$ cat config.mk
export PLATFORM = sky130hd
export DESIGN_NAME = button_conditioner_flat
export DESIGN_NICKNAME = d
export VERILOG_FILES = /design/src/rtl/button_conditioner_if.sv /design/src/rtl/button_conditioner.sv /design/src/flat_wrapper.sv
export SDC_FILE = /design/constraint.sdc
export NUM_CORES = 1
export LEC_CHECK = 0
export CORE_MARGIN = 8
export CORE_UTILIZATION = 35
export CTS_BUF_LIST = sky130_fd_sc_hd__clkbuf_4 sky130_fd_sc_hd__clkbuf_8
export DETAILED_ROUTE_END_ITERATION = 8
export GPL_TIMING_DRIVEN = 0
export PLACE_DENSITY = 0.6
export SLEW_MARGIN = 20
export SYNTH_ARGS = -nofsm -noshare
export SYNTH_HDL_FRONTEND = slang
export SYNTH_SLANG_ARGS = --single-unit
export TNS_END_PERCENT = 1
$ cat constraint.sdc
create_clock -name clk -period 1.72 [get_ports clk]
set_input_delay 0.258 -clock clk [delete_from_list [all_inputs] [get_ports clk]]
set_output_delay 0.258 -clock clk [all_outputs]
set_load 0.01 [all_outputs]
$ cat src/rtl/button_conditioner_if.sv
// Button conditioner signal bundle: raw board buttons in,
// debounced levels, press pulses and motor-control settings out.
interface button_conditioner_if;
    logic       button1_raw;
    logic       button2_raw;
    logic       b1_level;
    logic       b2_level;
    logic       step_pulse;
    logic       dir_pulse;
    logic [1:0] duty_sel;
    logic       dir_level;

    modport master (
        output button1_raw,
        output button2_raw,
        input  b1_level,
        input  b2_level,
        input  step_pulse,
        input  dir_pulse,
        input  duty_sel,
        input  dir_level
    );

    modport slave (
        input  button1_raw,
        input  button2_raw,
        output b1_level,
        output b2_level,
        output step_pulse,
        output dir_pulse,
        output duty_sel,
        output dir_level
    );
endinterface

$ cat src/rtl/button_conditioner.sv
// Two-channel push-button conditioner: sync, debounce, press pulse,
// then duty-select stepping (button 1) and direction toggling (button 2).
module button_conditioner #(
    parameter int DEBOUNCE_CNT = 120000,
    parameter int CNT_W        = 17,
    parameter bit ACTIVE_LOW   = 1'b1
) (
    input logic                 clk,
    input logic                 rst,
    button_conditioner_if.slave bus
);

    localparam logic [CNT_W-1:0] CNT_MAX = CNT_W'(DEBOUNCE_CNT - 1);

    logic [1:0] raw_p;
    logic [1:0] s1;
    logic [1:0] s2;
    logic [1:0] stable;
    logic [1:0] pulse;
    logic [1:0] duty_q;
    logic       dir_q;

    assign raw_p = {bus.button2_raw, bus.button1_raw} ^ {2{ACTIVE_LOW}};

    always_ff @(posedge clk or posedge rst) begin
        if (rst) begin
            s1 <= 2'b00;
            s2 <= 2'b00;
        end else begin
            s1 <= raw_p;
            s2 <= s1;
        end
    end

    for (genvar i = 0; i < 2; i++) begin : g_ch
        logic [CNT_W-1:0] cnt;
        logic             stb;
        logic             pls;

        // Pulse is raised on the same edge the stable level is accepted high.
        always_ff @(posedge clk or posedge rst) begin
            if (rst) begin
                cnt <= '0;
                stb <= 1'b0;
                pls <= 1'b0;
            end else begin
                pls <= 1'b0;
                if (s2[i] == stb) begin
                    cnt <= '0;
                end else if (cnt == CNT_MAX) begin
                    cnt <= '0;
                    stb <= s2[i];
                    pls <= s2[i];
                end else begin
                    cnt <= cnt + 1'b1;
                end
            end
        end

        assign stable[i] = stb;
        assign pulse[i]  = pls;
    end

    always_ff @(posedge clk or posedge rst) begin
        if (rst) begin
            duty_q <= 2'b00;
            dir_q  <= 1'b0;
        end else begin
            if (pulse[0]) duty_q <= duty_q + 2'd1;
            if (pulse[1]) dir_q  <= ~dir_q;
        end
    end

    assign bus.b1_level   = stable[0];
    assign bus.b2_level   = stable[1];
    assign bus.step_pulse = pulse[0];
    assign bus.dir_pulse  = pulse[1];
    assign bus.duty_sel   = duty_q;
    assign bus.dir_level  = dir_q;

endmodule
$ cat src/flat_wrapper.sv
// flat-port wrapper written by rule: the top's interface ports become plain ports
module button_conditioner_flat 
#(
    parameter int DEBOUNCE_CNT = 120000,
    parameter int CNT_W        = 17,
    parameter bit ACTIVE_LOW   = 1'b1
)
  (clk, rst, bus_button1_raw, bus_button2_raw, bus_b1_level, bus_b2_level, bus_step_pulse, bus_dir_pulse, bus_duty_sel, bus_dir_level);
  button_conditioner_if bus_i ();
  input logic clk;
  input logic rst;
  input wire logic [$bits(bus_i.button1_raw)-1:0] bus_button1_raw;
  input wire logic [$bits(bus_i.button2_raw)-1:0] bus_button2_raw;
  output wire logic [$bits(bus_i.b1_level)-1:0] bus_b1_level;
  output wire logic [$bits(bus_i.b2_level)-1:0] bus_b2_level;
  output wire logic [$bits(bus_i.step_pulse)-1:0] bus_step_pulse;
  output wire logic [$bits(bus_i.dir_pulse)-1:0] bus_dir_pulse;
  output wire logic [$bits(bus_i.duty_sel)-1:0] bus_duty_sel;
  output wire logic [$bits(bus_i.dir_level)-1:0] bus_dir_level;
  assign bus_i.button1_raw = bus_button1_raw;
  assign bus_i.button2_raw = bus_button2_raw;
  assign bus_b1_level = bus_i.b1_level;
  assign bus_b2_level = bus_i.b2_level;
  assign bus_step_pulse = bus_i.step_pulse;
  assign bus_dir_pulse = bus_i.dir_pulse;
  assign bus_duty_sel = bus_i.duty_sel;
  assign bus_dir_level = bus_i.dir_level;
  button_conditioner #(.DEBOUNCE_CNT(DEBOUNCE_CNT), .CNT_W(CNT_W), .ACTIVE_LOW(ACTIVE_LOW)) u_core (.clk(clk), .rst(rst), .bus(bus_i));
endmodule
==> results.json <==
{
  "crit_type": "reg -> reg",
  "synth_nets": 205,
  "hold_buffers": 0,
  "synthXorXnorAreaFrac_pct": 13.2,
  "setup_viol": 0,
  "synth-simple-area-share_pct": 26.1,
  "clock_latency_ns": 0.29,
  "peakVddDrop_mv": 0.471,
  "antenna_found_initial": 0,
  "routabilityCongestion": 0.759,
  "yosys-top-cells-area": "dfrtp_1 (53%), xnor2_1 (9.5%), nor2_1 (5.8%), nand3_1 (3.8%), xor2_1 (3.7%)",
  "hold_viol_final": 0,
  "placed_cell_area_sq_um": 2350,
  "vias_per_cell": 4.91,
  "synth_cells": 199,
  "hpwl_mm": 2.63,
  "synth_top_area_share_pct": 53.1,
  "min_period_ns": 1.71,
  "wl_mm": 3.86,
  "synthAdderAreaFrac_pct": 1.18,
  "drive_gt1_share_pct": 21.1,
  "maxCapViolCount": 0,
  "hold_class": "in -> async",
  "first_global_vias": 1390,
  "synth_compound_area_share_pct": 2.18,
  "slew_headroom_pct": 71.9,
  "cp_max_fo": 3,
  "seq_area_frac_synth_pct": 53.1,
  "ys.flop_type": "dfrtp_1",
  "power.density_nw_per_um2": 745,
  "ys_async_sr_fraction_pct": 100,
  "synth_cell_type_count": 34,
  "grtUsageTotal_pct": 9.57,
  "ant_nets": 0,
  "layout_commonest_cell": "dfrtp_1",
  "crit_required_ns": 1.90,
  "slowest_stage": "dfrtp_1",
  "start_util_pct": 36.0,
  "stdcell_count": 303,
  "io_buffer_count": 10,
  "cp_cell_sequence": "nor4b_4 > nand3_2 > or3_4 > mux2_4",
  "syn_area_per_cell_sq_um": 10.7,
  "clock_sinks": 45,
  "cts.clk_slew.worst_paths_ns": 0.08,
  "area_growth_pct": 23.9,
  "coreArea_sq_um": 5890,
  "place_inst": 285,
  "grt_max_degree": 28,
  "drtIter0Drc": 72,
  "cp.arrival_ns": 1.89,
  "grt_pass1_wl_mm": 6.71,
  "netlist_area_sq_um": 2120,
  "gr-total-overflow": 0,
  "final_cell_mix": "dfrtp_1 (39), nor2_1 (32), xnor2_1 (23)",
  "wl_per_cell_um": 12.7,
  "end_kind": "flop",
  "clockBufferDepth": 2,
  "max_freq_ghz": 0.585,
  "worst_path_largest_cell_delay_ns": 0.42,
  "power_uw": 1960,
  "die_h_um": 93.8,
  "cts_buffers": 5,
  "worstSetupStartpointType": "flop",
  "finalMaxSlewViolations": 0,
  "clockRootBuffer": "clkbuf_8",
  "n_antenna_cell": 0,
  "synth-edff-count": 0,
  "drc": 0,
  "fin_area_sq_um": 2630,
  "htreeDepth": 2,
  "ys.warnings.count": 0,
  "vias": 1487,
  "worst_pin_slew_ns": 0.421,
  "cts_tree": "built",
  "synth_mux_area_share_pct": 2.18,
  "rsz0062_at_grt": "true",
  "die_x_um": 93.8,
  "synth-seq-cells": 45,
  "nets": 234,
  "io_pins": 11,
  "dr.pass1.iters": 4,
  "status": "finished, final reports clean",
  "yosysTopAreaCell": "dfrtp_1",
  "period_share_pct": 99.3,
  "setup_tns_ns": 0,
  "finClkSkew_ns": 0.00566,
  "total_leakage_power_uw": 0.00107,
  "synth_top_family_by_area": "simple AND/OR/NAND/NOR gates",
  "die-area_sq_um": 8810,
  "fp-row-count": 28
}
## flip-flops by register name, indices dropped and copies added (netlist names)
signal	cells
u_core.s2	2
u_core.bus.b1_level	1
u_core.bus.dir_pulse	1
u_core.bus.duty_sel	2
u_core.s1	2
u_core.bus.step_pulse	1
u_core.g_ch.cnt	34
u_core.bus.b2_level	1
u_core.bus.dir_level	1
## report_power, final
part | internal (uW) | leakage (uW) | switching (uW)
registers | 1070 | 0.000605 | 17.5
logic | 46.5 | 0.000407 | 55.6
clock network | 422 | 0.0000540 | 342
## path summary, 6_finish.rpt
kind	from	end	slack [ns]	cells after the start
max	u_core.g_ch[0].cnt[11]$_DFF_PP0_	u_core.bus.b1_level$_DFFE_PP0P_	0.01	4
min	rst	u_core.g_ch[1].cnt[10]$_DFF_PP0_	0.27	2
max reg2reg	u_core.g_ch[0].cnt[11]$_DFF_PP0_	u_core.bus.b1_level$_DFFE_PP0P_	0.01	4
min reg2reg	u_core.s1[0]$_DFF_PP0_	u_core.s2[0]$_DFF_PP0_	0.35	0
max in group asynchronous	rst	u_core.g_ch[0].cnt[0]$_DFF_PP0_	0.95	3
min in group clk	u_core.s1[0]$_DFF_PP0_	u_core.s2[0]$_DFF_PP0_	0.35	0
## routing by layer
metal  global-route usage [%]  up-vias  wire length, um
met5                        0        -                0
li1                         -      745                -
met4                     5.15        0               88
met1                     13.3      715             1990
met3                     2.48        7              149
met2                     13.1       20             1630
## worst max-delay path: cells and delay by family, from the launching register on
family,cells,cell delay [ns]
flops,1,0.42
mux,1,0.30
simple gates,3,0.88
## per-stage QoR
stage | setup WS (ns) | hold WS [ns] | util (%)
after floorplan | -0.0328 | 0.317 | -
after global placement | -0.535 | 0.332 | 39.5
after detailed placement | -0.257 | 0.335 | 39.9
after CTS | -0.000144 | 0.277 | 43.2
after global routing | -0.0579 | 0.291 | 44.6
final | 0.0115 | 0.270 | 44.6
## synth_stat cells, drive strengths merged, types with 2 or more instances
| cell | count |
|---|---|
| dfrtp | 45 |
| nor2 | 33 |
| xnor2 | 23 |
| nand3 | 17 |
| nand4 | 9 |
| nor4 | 9 |
| xor2 | 9 |
| inv | 8 |
| nand2 | 8 |
| nor3 | 8 |
| and3 | 4 |
| nor4b | 4 |
| a21oi | 3 |
| buf | 2 |
| ha | 2 |
| mux2 | 2 |
| mux2i | 2 |
| o21ai | 2 |
## cell families after synthesis
family,Yosys count
adder cells (fa/ha/maj),2
AND/OR/NAND/NOR,99
flip-flops,45
AO/OA/AOI/OAI,6
multiplexers,4
buffers and inverters,11
XOR/XNOR,32
## cell type report
class	count	area [sq um]
Buffer	2	18.8
Clock buffer	5	68.8
Clock inverter	2	35.0
Fill cell	541	3260
Inverter	8	30.0
Multi-Input combinational cell	143	1040
Sequential cell	45	1130
Tap cell	75	93.8
Timing Repair Buffer	23	210
## repair_timing
item / CTS / global route
setup endpoints to repair: 25 / 25
pin swaps: 9 / 3
endpoints found under the hold margin: 0 / 0
resized for setup: 12 / 10
setup buffers: 7 / 5
gates cloned: 0 / 0
Power figures use the tool's default switching activity.
